<file path="config.mk">
export PLATFORM = sky130hd
export DESIGN_NAME = dvp_capture_window_flat
export DESIGN_NICKNAME = d
export VERILOG_FILES = /design/src/rtl/dvp_capture_window_pkg.sv /design/src/rtl/dvp_capture_window_if.sv /design/src/rtl/dvp_capture_window_sync_edge.sv /design/src/rtl/dvp_capture_window.sv /design/src/flat_wrapper.sv
export SDC_FILE = /design/constraint.sdc
export NUM_CORES = 1
export LEC_CHECK = 0
export BUFFER_PORTS_ARGS = -buffer_cell sky130_fd_sc_hd__clkbuf_2
export CAP_MARGIN = 5
export CORE_MARGIN = 2
export CORE_UTILIZATION = 59
export CTS_CLUSTER_SIZE = 40
export DETAILED_ROUTE_END_ITERATION = 10
export PLACE_DENSITY = 0.81
export SYNTH_ARGS = -nofsm -noshare
export SYNTH_HDL_FRONTEND = slang
export SYNTH_SLANG_ARGS = --single-unit
</file>
<file path="constraint.sdc">
create_clock -name CAM_PCLK -period 8.3 [get_ports CAM_PCLK]
set_clock_uncertainty 0.05 [all_clocks]
set_input_delay 1.245 -clock CAM_PCLK [delete_from_list [all_inputs] [get_ports CAM_PCLK]]
set_output_delay 1.245 -clock CAM_PCLK [all_outputs]
set_load 0.01 [all_outputs]
</file>
<file path="src/rtl/dvp_capture_window_pkg.sv">
// Shared definitions for the DVP capture front end: FSM encoding and byte-order constants.
// Latency: n/a (package only).
// Backpressure: n/a (package only).
package dvp_pkg;

    // Frame-level FSM encoding
    localparam logic [1:0] WAIT_VS = 2'd0;
    localparam logic [1:0] CAPTURE = 2'd1;
    localparam logic [1:0] SKIP    = 2'd2;

    // CFG_SWAP meaning: which half of the pixel the first bus beat lands in
    localparam logic SWAP_MSB_FIRST = 1'b0;
    localparam logic SWAP_LSB_FIRST = 1'b1;

    // Slice index (0 = least significant) that a given beat fills
    function automatic logic [1:0] beat_slot(input logic       swap,
                                             input logic [1:0] beat,
                                             input logic [1:0] last);
        return (swap == SWAP_LSB_FIRST) ? beat : (last - beat);
    endfunction

endpackage

</file>
<file path="src/rtl/dvp_capture_window_if.sv">
// Sensor pins, per-frame configuration and pixel/status outputs of the capture front end.
// Latency: n/a (signal bundle only).
// Backpressure: none; the sensor cannot be stalled, consumers must accept every PIX_EN.
interface dvp_capture_window_if #(
    parameter int DIN_W = 8,
    parameter int BPP   = 2,
    parameter int CNT_W = 11
);
    // Sensor side
    logic                   CAM_VSYNC;
    logic                   CAM_HREF;
    logic [DIN_W-1:0]       CAM_D;

    // Configuration
    logic                   CFG_EN;
    logic                   CFG_SWAP;
    logic [CNT_W-1:0]       CFG_X0;
    logic [CNT_W-1:0]       CFG_XS;
    logic [CNT_W-1:0]       CFG_Y0;
    logic [CNT_W-1:0]       CFG_YS;

    // Pixel stream and frame status
    logic [DIN_W*BPP-1:0]   PIX_DATA;
    logic                   PIX_EN;
    logic [CNT_W-1:0]       PIX_X;
    logic [CNT_W-1:0]       PIX_Y;
    logic                   FRAME_START;
    logic                   FRAME_END;
    logic                   FRAME_ERR;
    logic [15:0]            FRAME_CNT;

    // Sensor model / configuration owner
    modport master (
        output CAM_VSYNC, CAM_HREF, CAM_D,
        output CFG_EN, CFG_SWAP, CFG_X0, CFG_XS, CFG_Y0, CFG_YS,
        input  PIX_DATA, PIX_EN, PIX_X, PIX_Y,
        input  FRAME_START, FRAME_END, FRAME_ERR, FRAME_CNT
    );

    // Capture block
    modport slave (
        input  CAM_VSYNC, CAM_HREF, CAM_D,
        input  CFG_EN, CFG_SWAP, CFG_X0, CFG_XS, CFG_Y0, CFG_YS,
        output PIX_DATA, PIX_EN, PIX_X, PIX_Y,
        output FRAME_START, FRAME_END, FRAME_ERR, FRAME_CNT
    );

endinterface

</file>
<file path="src/rtl/dvp_capture_window_sync_edge.sv">
// One-stage input register with rise/fall detection against a delayed copy.
// Latency: q one clock after d; edge flags valid in the cycle q changes.
// Backpressure: none; edges are suppressed until two real samples exist after reset.
module dvp_sync_edge #(
    parameter int W = 1
) (
    input  logic         clk,
    input  logic         rst,
    input  logic [W-1:0] d,
    output logic [W-1:0] q,
    output logic [W-1:0] rise,
    output logic [W-1:0] fall
);

    logic [W-1:0] q_r;
    logic [W-1:0] q_d;
    logic [1:0]   primed;

    // Sample the pin, keep one delayed copy, and track when both hold real data
    always_ff @(posedge clk or posedge rst) begin
        if (rst) begin
            q_r    <= '0;
            q_d    <= '0;
            primed <= 2'b00;
        end else begin
            q_r    <= d;
            q_d    <= q_r;
            primed <= {primed[0], 1'b1};
        end
    end

    // A level already present at reset release is not reported as an edge
    assign q    = q_r;
    assign rise = primed[1] ? ( q_r & ~q_d) : '0;
    assign fall = primed[1] ? (~q_r &  q_d) : '0;

endmodule

</file>
<file path="src/rtl/dvp_capture_window.sv">
// DVP capture front end: assembles BPP beats per pixel, crops a window, reports per-frame status.
// Latency: PIX_EN two CAM_PCLK edges after the edge that samples the final beat of a pixel.
// Backpressure: none; at most one pixel every BPP cycles, consumer must always accept.
module dvp_capture_window
    import dvp_pkg::*;
#(
    parameter int DIN_W    = 8,
    parameter int BPP      = 2,
    parameter int CNT_W    = 11,
    parameter int H_ACTIVE = 320,
    parameter bit VS_POL   = 1'b1
) (
    input  logic                 CAM_PCLK,
    input  logic                 RST,
    dvp_capture_window_if.slave  bus
);

    localparam int               PIX_W     = DIN_W * BPP;
    localparam logic [1:0]       BEAT_LAST = 2'(BPP - 1);
    localparam logic [CNT_W-1:0] CNT_MAX   = '1;
    localparam logic [CNT_W-1:0] CNT_ONE   = CNT_W'(1);
    localparam logic [CNT_W-1:0] H_ACT_C   = CNT_W'(H_ACTIVE);

    // ---------------------------------------------------------------- input stage
    logic             vs_q, vs_rise, vs_fall;
    logic             href_q, href_rise, href_fall;
    logic [DIN_W-1:0] d_q;

    dvp_sync_edge #(.W(1)) u_vs_sync (
        .clk  (CAM_PCLK),
        .rst  (RST),
        .d    (bus.CAM_VSYNC),
        .q    (vs_q),
        .rise (vs_rise),
        .fall (vs_fall)
    );

    dvp_sync_edge #(.W(1)) u_href_sync (
        .clk  (CAM_PCLK),
        .rst  (RST),
        .d    (bus.CAM_HREF),
        .q    (href_q),
        .rise (href_rise),
        .fall (href_fall)
    );

    // Data bus register, aligned with the VSYNC/HREF input stage
    always_ff @(posedge CAM_PCLK or posedge RST) begin
        if (RST) d_q <= '0;
        else     d_q <= bus.CAM_D;
    end

    // ---------------------------------------------------------------- state
    logic [1:0]       state;
    logic             swap_l;
    logic [CNT_W-1:0] x0_l, xs_l, y0_l, ys_l;
    logic [1:0]       beat;
    logic [CNT_W-1:0] cx, ly;
    logic [PIX_W-1:0] acc;

    logic             s1_vld;
    logic [PIX_W-1:0] s1_dat;
    logic [CNT_W-1:0] s1_cx, s1_ly;

    logic             pix_en_q, frame_start_q, frame_end_q, frame_err_q;
    logic [PIX_W-1:0] pix_data_q;
    logic [CNT_W-1:0] pix_x_q, pix_y_q;
    logic [15:0]      frame_cnt_q;

    // ---------------------------------------------------------------- decode
    logic             frame_start, frame_end, vs_act, in_cap, capt;
    logic [1:0]       beat_cur, slot;
    logic [CNT_W-1:0] cx_cur;
    logic [PIX_W-1:0] acc_nxt;
    logic             pix_done, line_close, line_err, err_set;

    // Frame edges, line-start normalisation and beat placement
    always_comb begin
        frame_start = VS_POL ? vs_rise : vs_fall;
        frame_end   = VS_POL ? vs_fall : vs_rise;
        vs_act      = (vs_q == VS_POL);
        in_cap      = (state == CAPTURE);
        // Beats are only taken while VSYNC is still active; the frame-end cycle only closes
        capt        = in_cap && vs_act;

        // A fresh HREF rise always starts column/beat at zero, even if a close was missed
        beat_cur    = href_rise ? 2'd0 : beat;
        cx_cur      = href_rise ? '0   : cx;
        slot        = beat_slot(swap_l, beat_cur, BEAT_LAST);

        acc_nxt = acc;
        for (int k = 0; k < BPP; k++) begin
            if (slot == 2'(k)) acc_nxt[k*DIN_W +: DIN_W] = d_q;
        end

        pix_done   = capt && href_q && (beat_cur == BEAT_LAST);
        line_close = in_cap && (href_fall || (frame_end && href_q));
        line_err   = (beat_cur != 2'd0) || (cx_cur != H_ACT_C);
        err_set    = (line_close && line_err) || (pix_done && (cx_cur == CNT_MAX));
    end

    // Frame FSM plus FRAME_START/FRAME_END pulses, sticky error and frame counter
    always_ff @(posedge CAM_PCLK or posedge RST) begin
        if (RST) begin
            state         <= WAIT_VS;
            frame_start_q <= 1'b0;
            frame_end_q   <= 1'b0;
            frame_err_q   <= 1'b0;
            frame_cnt_q   <= '0;
        end else begin
            frame_start_q <= 1'b0;
            frame_end_q   <= 1'b0;
            case (state)
                WAIT_VS: begin
                    if (frame_start) begin
                        if (bus.CFG_EN) begin
                            state         <= CAPTURE;
                            frame_start_q <= 1'b1;
                            frame_err_q   <= 1'b0;
                        end else begin
                            state <= SKIP;
                        end
                    end
                end
                CAPTURE: begin
                    // Line-close errors on the frame-end cycle still land with FRAME_END
                    frame_err_q <= frame_err_q | err_set;
                    if (frame_end) begin
                        state       <= WAIT_VS;
                        frame_end_q <= 1'b1;
                        frame_cnt_q <= frame_cnt_q + 16'd1;
                    end
                end
                SKIP: begin
                    if (frame_end) state <= WAIT_VS;
                end
                default: state <= WAIT_VS;
            endcase
        end
    end

    // Configuration is frozen for the whole frame at an accepted frame start
    always_ff @(posedge CAM_PCLK or posedge RST) begin
        if (RST) begin
            swap_l <= SWAP_MSB_FIRST;
            x0_l   <= '0;
            xs_l   <= '0;
            y0_l   <= '0;
            ys_l   <= '0;
        end else if ((state == WAIT_VS) && frame_start && bus.CFG_EN) begin
            swap_l <= bus.CFG_SWAP;
            x0_l   <= bus.CFG_X0;
            xs_l   <= bus.CFG_XS;
            y0_l   <= bus.CFG_Y0;
            ys_l   <= bus.CFG_YS;
        end
    end

    // Beat assembly and saturating column/line counters
    always_ff @(posedge CAM_PCLK or posedge RST) begin
        if (RST) begin
            beat <= 2'd0;
            cx   <= '0;
            ly   <= '0;
            acc  <= '0;
        end else if (state == WAIT_VS) begin
            // Held at zero outside a frame so a frame start always begins at line 0, column 0
            beat <= 2'd0;
            cx   <= '0;
            ly   <= '0;
            acc  <= '0;
        end else if (line_close) begin
            // Any partially assembled pixel is dropped here
            beat <= 2'd0;
            cx   <= '0;
            if (ly != CNT_MAX) ly <= ly + CNT_ONE;
        end else if (capt && href_q) begin
            acc <= acc_nxt;
            if (beat_cur == BEAT_LAST) begin
                beat <= 2'd0;
                cx   <= (cx_cur == CNT_MAX) ? cx_cur : (cx_cur + CNT_ONE);
            end else begin
                beat <= beat_cur + 2'd1;
                cx   <= cx_cur;
            end
        end
    end

    // Completed input pixel with its input coordinates
    always_ff @(posedge CAM_PCLK or posedge RST) begin
        if (RST) begin
            s1_vld <= 1'b0;
            s1_dat <= '0;
            s1_cx  <= '0;
            s1_ly  <= '0;
        end else begin
            s1_vld <= pix_done;
            if (pix_done) begin
                s1_dat <= acc_nxt;
                s1_cx  <= cx_cur;
                s1_ly  <= ly;
            end
        end
    end

    // Window compare one bit wider than the counters so X0+XS cannot wrap
    logic [CNT_W:0] cx_e, x_lo, x_hi, ly_e, y_lo, y_hi;
    logic           in_win;

    always_comb begin
        cx_e   = {1'b0, s1_cx};
        x_lo   = {1'b0, x0_l};
        x_hi   = {1'b0, x0_l} + {1'b0, xs_l};
        ly_e   = {1'b0, s1_ly};
        y_lo   = {1'b0, y0_l};
        y_hi   = {1'b0, y0_l} + {1'b0, ys_l};
        in_win = (cx_e >= x_lo) && (cx_e < x_hi) && (ly_e >= y_lo) && (ly_e < y_hi);
    end

    // Output register: window-relative coordinates, data held between pixels
    always_ff @(posedge CAM_PCLK or posedge RST) begin
        if (RST) begin
            pix_en_q   <= 1'b0;
            pix_data_q <= '0;
            pix_x_q    <= '0;
            pix_y_q    <= '0;
        end else begin
            pix_en_q <= s1_vld && in_win;
            if (s1_vld && in_win) begin
                pix_data_q <= s1_dat;
                pix_x_q    <= s1_cx - x0_l;
                pix_y_q    <= s1_ly - y0_l;
            end
        end
    end

    assign bus.PIX_EN      = pix_en_q;
    assign bus.PIX_DATA    = pix_data_q;
    assign bus.PIX_X       = pix_x_q;
    assign bus.PIX_Y       = pix_y_q;
    assign bus.FRAME_START = frame_start_q;
    assign bus.FRAME_END   = frame_end_q;
    assign bus.FRAME_ERR   = frame_err_q;
    assign bus.FRAME_CNT   = frame_cnt_q;

endmodule

</file>
<file path="src/flat_wrapper.sv">
// flat-port wrapper written by rule: the top's interface ports become plain ports
module dvp_capture_window_flat import dvp_pkg::*;
#(
    parameter int DIN_W    = 8,
    parameter int BPP      = 2,
    parameter int CNT_W    = 11,
    parameter int H_ACTIVE = 320,
    parameter bit VS_POL   = 1'b1
)
  (CAM_PCLK, RST, bus_CAM_VSYNC, bus_CAM_HREF, bus_CAM_D, bus_CFG_EN, bus_CFG_SWAP, bus_CFG_X0, bus_CFG_XS, bus_CFG_Y0, bus_CFG_YS, bus_PIX_DATA, bus_PIX_EN, bus_PIX_X, bus_PIX_Y, bus_FRAME_START, bus_FRAME_END, bus_FRAME_ERR, bus_FRAME_CNT);
  dvp_capture_window_if #(.DIN_W(DIN_W), .BPP(BPP), .CNT_W(CNT_W)) bus_i ();
  input  logic CAM_PCLK;
  input  logic RST;
  input wire logic [$bits(bus_i.CAM_VSYNC)-1:0] bus_CAM_VSYNC;
  input wire logic [$bits(bus_i.CAM_HREF)-1:0] bus_CAM_HREF;
  input wire logic [$bits(bus_i.CAM_D)-1:0] bus_CAM_D;
  input wire logic [$bits(bus_i.CFG_EN)-1:0] bus_CFG_EN;
  input wire logic [$bits(bus_i.CFG_SWAP)-1:0] bus_CFG_SWAP;
  input wire logic [$bits(bus_i.CFG_X0)-1:0] bus_CFG_X0;
  input wire logic [$bits(bus_i.CFG_XS)-1:0] bus_CFG_XS;
  input wire logic [$bits(bus_i.CFG_Y0)-1:0] bus_CFG_Y0;
  input wire logic [$bits(bus_i.CFG_YS)-1:0] bus_CFG_YS;
  output wire logic [$bits(bus_i.PIX_DATA)-1:0] bus_PIX_DATA;
  output wire logic [$bits(bus_i.PIX_EN)-1:0] bus_PIX_EN;
  output wire logic [$bits(bus_i.PIX_X)-1:0] bus_PIX_X;
  output wire logic [$bits(bus_i.PIX_Y)-1:0] bus_PIX_Y;
  output wire logic [$bits(bus_i.FRAME_START)-1:0] bus_FRAME_START;
  output wire logic [$bits(bus_i.FRAME_END)-1:0] bus_FRAME_END;
  output wire logic [$bits(bus_i.FRAME_ERR)-1:0] bus_FRAME_ERR;
  output wire logic [$bits(bus_i.FRAME_CNT)-1:0] bus_FRAME_CNT;
  assign bus_i.CAM_VSYNC = bus_CAM_VSYNC;
  assign bus_i.CAM_HREF = bus_CAM_HREF;
  assign bus_i.CAM_D = bus_CAM_D;
  assign bus_i.CFG_EN = bus_CFG_EN;
  assign bus_i.CFG_SWAP = bus_CFG_SWAP;
  assign bus_i.CFG_X0 = bus_CFG_X0;
  assign bus_i.CFG_XS = bus_CFG_XS;
  assign bus_i.CFG_Y0 = bus_CFG_Y0;
  assign bus_i.CFG_YS = bus_CFG_YS;
  assign bus_PIX_DATA = bus_i.PIX_DATA;
  assign bus_PIX_EN = bus_i.PIX_EN;
  assign bus_PIX_X = bus_i.PIX_X;
  assign bus_PIX_Y = bus_i.PIX_Y;
  assign bus_FRAME_START = bus_i.FRAME_START;
  assign bus_FRAME_END = bus_i.FRAME_END;
  assign bus_FRAME_ERR = bus_i.FRAME_ERR;
  assign bus_FRAME_CNT = bus_i.FRAME_CNT;
  dvp_capture_window #(.DIN_W(DIN_W), .BPP(BPP), .CNT_W(CNT_W), .H_ACTIVE(H_ACTIVE), .VS_POL(VS_POL)) u_core (.CAM_PCLK(CAM_PCLK), .RST(RST), .bus(bus_i));
endmodule
</file>
## Word-level counts from Yosys, hierarchy flattened

Index checks and enable logic that the tools add are counted.

| word-level totals | value |
|---|---|
| word-level logic and storage cells | 128 |
| register bits after elaboration | 200 |
| output and inout port bits | 58 |

| operators by class | value |
|---|---|
| reductions and logical operators | 30 |
| magnitude comparators | 4 |
| bitwise operators | 9 |
| eq/ne operators | 11 |
| multiplexer cells | 36 |
| $add $sub $neg | 9 |

Operator list:

| kind | number |
|---|---|
| 2-to-1 mux 11 bit | 9 |
| 2-to-1 mux 16 bit | 3 |
| adder 11 x 11 -> 12 bit | 2 |
| < comparator 11 x 12 -> 1 bit | 2 |
| adder 11 x 1 -> 11 bit (second input constant) | 2 |
| >= comparator 11 bit | 2 |
| subtractor 11 bit | 2 |
| 2-to-1 mux 2 bit | 9 |
| adder 16 x 1 -> 16 bit (second input constant) | 1 |
| 2-to-1 mux 8 bit | 2 |
| logical AND 1 bit | 13 |
| == test 11 bit (second input constant) | 1 |
| 2-to-1 mux 1 bit | 11 |
| != test 11 bit (second input constant) | 1 |
| != test 11 x 9 -> 1 bit (second input constant) | 1 |
| nonzero test 2 bit | 5 |
| AND reduction 2 bit | 4 |
| == test 2 x 1 -> 1 bit (second input constant) | 3 |
| bitwise AND 1 bit | 4 |
| zero test 2 bit | 2 |
| != test 2 x 1 -> 1 bit (second input constant) | 2 |
| != test 2 bit (second input constant) | 2 |
| NOT 1 bit | 4 |
| case mux 2 bit (2 select lines) | 1 |
| other kinds (9) | 11 |

## Longest topological paths before layout

| logic depth | value |
|---|---|
| word-level depth | 11 |
| mapped depth | 18 |
| mapped depth without buffers | 16 |

## Cells and area by module

From an unflattened synthesis, not the netlist that was laid out.

| second synthesis, totals | value |
|---|---|
| cell total of the unflattened synthesis | 947 |
| area, all modules | 10536.4 um^2 |

Modules (own cells, without submodules):

| module | cells an instance | instances | area an instance (um^2) | seq. area each (um^2) |
|---|---|---|---|---|
| dvp_capture_window | 931 | 1 | 10286.1 | 4804.6 |
| dvp_sync_edge | 8 | 2 | 125.1 | 100.1 |

## Worst setup path before layout

Ideal clock, no wire load.

| timing path | value |
|---|---|
| path type | register to register |
| from | register u_core.x0_l[0] |
| to | register u_core.pix_y_q[10] (netlist: u_core.bus.PIX_Y[10]) |
| slack | 4113 ps |
| period minus slack after synthesis | 4187 ps |
| cell stages (with the launch flop) | 18 |
| arrival | 4010 ps |
| path through | dfrtp_1 -> ha_1 -> fa_1 -> a21o_1 -> a21oi_1 -> o21bai_1 -> a2111oi_0 -> nor2_1 -> xnor2_1 -> ha_1 -> nand4_1 -> nor3_1 -> a2111oi_2 -> nor3_1 -> a2111oi_4 -> buf_6 -> buf_6 -> mux2_1 |

| on the way | value |
|---|---|
| longest elaborated chain between the ends | 6 |
| elaborated cells on any way between the ends | 7 |

RTL lines:

| what | line | RTL |
|---|---|---|
| from (decl) | dvp_capture_window.sv:56 | `logic [CNT_W-1:0] x0_l, xs_l, y0_l, ys_l;` |
| from (signal assigned) | dvp_capture_window.sv:152 | `x0_l <= bus.CFG_X0;` |
| adder 11 x 11 -> 12 bit | dvp_capture_window.sv:213 | `x_hi = {1'b0, x0_l} + {1'b0, xs_l};` |
| < comparator 11 x 12 -> 1 bit | dvp_capture_window.sv:217 | `in_win = (cx_e >= x_lo) && (cx_e < x_hi) && (ly_e >= y_lo) && (ly_e < y_hi);` |
| logical AND 1 bit (*) (3 in a row) | dvp_capture_window.sv:217 |  |
| logical AND 1 bit (*) | dvp_capture_window.sv:229 | `if (s1_vld && in_win) begin` |
| to (signal assigned) | dvp_capture_window.sv:232 | `pix_y_q <= s1_ly - y0_l;` |
| to (decl) | dvp_capture_window.sv:67 | `logic [CNT_W-1:0] pix_x_q, pix_y_q;` |

Mark *: on every way between the ends. The rest lies on a longest branch, timed or not.
A chain may end at the register's enable or synchronous reset.

## Worst setup path in the final report

| timing path | value |
|---|---|
| from | register u_core.x0_l[0] |
| to | register u_core.pix_y_q[5] (netlist: u_core.bus.PIX_Y[5]) |

The elaborated chain is that of the path after synthesis.

==> impl_metrics.ini <==
[clock_network]
max-clock-path-buffers = 2
cts.hold.buffers_added = 0
clk_transition_reported_paths_ns = 0.08
cts_made_buffers = 17
tritoncts = built
cts_root_buffer = sky130_fd_sc_hd__clkbuf_16
clock_sink_count = 198
cts.htree.levels = 4
post_cts_resize_count = 0
insertion_delay_ns = 0.44
postCtsSetupBuffers = 0

[cells_and_area]
layout.nets = 1275
seq_area_mm2 = 0.004955
stdcell_count = 1381
total_area_of_multi_input_combinational_cells_mm2 = 0.004938
antenna-diode-count = 0
final.fill_count = 1337
fraction_of_final_layout_cells_with_drive_strength_greater_than_1 = 0.1626
area_growth_syn_to_layout_pct = 13.28

[sta]
fmax_mhz = 185.4
final_period_demand_of_the_worst_path_ns = 5.395
final_period_util = 0.6499
slew_headroom = 0.2343
setup_viol = 0
worstMarginPinSlew_ns = 1.141
accumulated_negative_setup_slack_ns = 0
hold_violations = 0
grt_setup_unrepaired = false
drv_slew = 0
worst_slack_ns = 2.905

[power]
ir_drop_worst_vdd_v = 0.0001867
p_leak_uw = 0.005835
pwr_density_cell_mw_per_mm2 = 296.4
total_power_uw = 3441

[setup_path]
critPathMaxStageDelay_ns = 0.96
regToRegStartpoint = u_core.x0_l[0]
critical-path-slowest-cell = sky130_fd_sc_hd__a2111oi_4
worstReg2RegEnd = u_core.bus.PIX_Y[5]
critPathCaptureType = register
buffers_and_inverters_on_the_worst_path = 1
worst_ep_arrival_time_ns = 5.66
timing_worst_setup_path_type = register to register
reg2reg_depth = 16
worst_path_dominant_cell_family = compound AO/OA/AOI/OAI gates
worstPathRequired_ns = 8.57
cp_num_cells = 16
ff2ff_setup_slack_ns = 2.91
crit_fanout = 26
path_cells = ha_1 -> fa_1 -> a21o_1 -> a21oi_1 -> o21bai_1 -> a2111oi_0 -> nor2_1 -> xnor2_1 -> ha_1 -> nand4_1 -> nor3_1 -> a2111oi_2 -> nor3_1 -> a2111oi_4 -> buf_4 -> mux2_2
worstSetupStartpointType = register

[logic_synthesis]
postSynthCellCount = 1037
synth_area_mm2 = 0.01025
synthArstFlopShare = 1.000
synth-main-ff-cell = sky130_fd_sc_hd__dfrtp_1
synth-seq-cells = 198
synth_nets = 1169
ys_seq_area_frac = 0.4835
post_synth.cell_area_avg_um2 = 9.882
synth_edf_count = 0
yosysTopAreaCellShare = 0.4835
largest_cells_by_area_after_synthesis = sky130_fd_sc_hd__dfrtp_1 48%, sky130_fd_sc_hd__ha_1 8.5%, sky130_fd_sc_hd__nand2_1 7.2%, sky130_fd_sc_hd__o21ai_0 4.5%, sky130_fd_sc_hd__mux2_2 3.3%
yosys_warnings = 0
yosysMostFrequentCell = sky130_fd_sc_hd__dfrtp_1
netlist-cell-type-count = 60
synth_top_cell_by_area = sky130_fd_sc_hd__dfrtp_1
synth_commonest_cells = 198 x sky130_fd_sc_hd__dfrtp_1, 196 x sky130_fd_sc_hd__nand2_1, 92 x sky130_fd_sc_hd__o21ai_0, 70 x sky130_fd_sc_hd__ha_1, 56 x sky130_fd_sc_hd__inv_1

[die]
floorplan.io_pins = 116
dieHeight_um = 135.8
die_x_um = 135.8
core_mm2 = 0.01712
die_area_mm2 = 0.01844
row_cnt = 48
initial_standard_cell_utilization_of_the_core = 0.5987

[place]
dp_cells = 1349
portBuffers = 115
place.detailed.hpwl_mm = 15.65
detailedPlace.worstSlack_ns = 2.995
gp_congestion = 0.8751

[run]
maxCapViolations = 0

[route]
remaining_drc_errors = 0
met1Wirelength_mm = 10.37
via_count = 7855
met3RoutedLength_mm = 1.125
wirelength_mm = 22.39
wire_per_inst_um = 16.22
top_layer_used = met4
drt_pre_antenna_iters = 5
met2WireLength_mm = 10.51
first_iter_violations = 531
via_per_inst = 5.688
antenna_violating_nets_post_route = 0

[global_routing]
maximum_number_of_pins_on_one_net_before_global_route_repair = 126
gr-total-overflow = 0
initial_antenna_violation_count = 0
grt_first_pass_wirelength_mm = 37.32
grt_pass1_vias = 7842
global_route.usage.total = 0.2572

[worst_hold_path]
min_from = u_core.u_vs_sync.primed[0]
holdPathEnd = u_core.u_href_sync.primed[1]
min_path_cells = 0
min-delay-path-class = register to register

[status]
outcome = completed
placed cells by master (no fill, tap or decap), types with 5 or more instances in the layout:
cell type                     n
sky130_fd_sc_hd__and2_1       6
sky130_fd_sc_hd__nor2_1      47
sky130_fd_sc_hd__nor2b_1     12
sky130_fd_sc_hd__mux2_2      30
sky130_fd_sc_hd__mux2_1       5
sky130_fd_sc_hd__clkbuf_16   17
sky130_fd_sc_hd__xor2_1      11
sky130_fd_sc_hd__nand3_1     27
sky130_fd_sc_hd__inv_1       54
sky130_fd_sc_hd__nand2_1    195
sky130_fd_sc_hd__nor3_1      11
sky130_fd_sc_hd__clkbuf_2   115
sky130_fd_sc_hd__and3_1       8
sky130_fd_sc_hd__inv_8        6
sky130_fd_sc_hd__ha_1        70
sky130_fd_sc_hd__o21a_1      11
sky130_fd_sc_hd__a21oi_1     43
sky130_fd_sc_hd__nand4_1     14
sky130_fd_sc_hd__o31ai_1      6
sky130_fd_sc_hd__dfrtp_1    198
sky130_fd_sc_hd__mux2i_1     22
sky130_fd_sc_hd__nand2b_1     8
sky130_fd_sc_hd__o21ai_0     91
sky130_fd_sc_hd__a21o_1       8
sky130_fd_sc_hd__a31oi_1      5
sky130_fd_sc_hd__a22o_1      18
sky130_fd_sc_hd__xnor2_1     34
sky130_fd_sc_hd__or3_1        7
through the flow:
step	area, um2	hold slack [ns]	utilization
2_1_floorplan	10250	0.2812	-
3_3_place_gp	11000	0.2827	0.6428
3_5_place_dp	11000	0.2911	0.6428
4_1_cts	11610	0.3173	0.6782
5_1_grt	11610	0.3292	0.6782
6_report	11610	0.3143	0.6782
cell type report:
class                   count  area share
multi-input cells         750      0.4254
clock buffers              19     0.03902
inverters                  57     0.01908
repair buffers            119     0.05217
well taps                 225     0.02425
clock inverters            13     0.01326
flip-flops and latches    198      0.4268
registers in the layout (all words and copies together) (netlist names), 2 cells and up:
register,cells
u_core.acc,16
u_core.bus.FRAME_CNT,16
u_core.bus.PIX_DATA,16
u_core.s1_dat,16
u_core.bus.PIX_X,11
u_core.bus.PIX_Y,11
u_core.cx,11
u_core.ly,11
u_core.s1_cx,11
u_core.s1_ly,11
u_core.x0_l,11
u_core.xs_l,11
u_core.y0_l,11
u_core.ys_l,11
u_core.d_q,8
u_core.beat,2
u_core.state,2
layer usage:
layer | global-route usage | vias to the layer above
li1 | - | 3827
met1 | 0.3427 | 3786
met2 | 0.4228 | 204
met3 | 0.05612 | 38
met4 | 0.08160 | 0
met5 | 0 | -
kinds of logic (layout without fill, tap and decap cells):
group                      Yosys count  count (layout)  synth area share
buffers and inverters               89             208           0.03480
muxes                               57              57           0.05995
and+or+nand+nor                    353             353            0.1540
xor gates and xnor gates            45              45           0.03846
adders and majority gates           74              74           0.09328
DFF                                198             198            0.4835
AOI/OAI and AO/OA                  220             220            0.1357
other                                1               1         0.0003659
worst max path at each step:
stage,from,end
after floorplan,RST,u_core.acc[0]
after global placement,u_core.x0_l[0],u_core.bus.PIX_DATA[4]
after detailed placement,u_core.x0_l[0],u_core.bus.PIX_Y[5]
after CTS,u_core.x0_l[0],u_core.bus.PIX_Y[5]
after global routing,u_core.x0_l[0],u_core.bus.PIX_Y[8]
final,u_core.x0_l[0],u_core.bus.PIX_Y[5]
power by group:
group	total [uW]	switching [uW]	internal, uW	leakage (uW)
Clock	853	406	447	0.000297
Combinational	1400	808	590	0.00289
Sequential	1190	97.4	1090	0.00265
No activity file was read; power rests on OpenSTA's default activity.
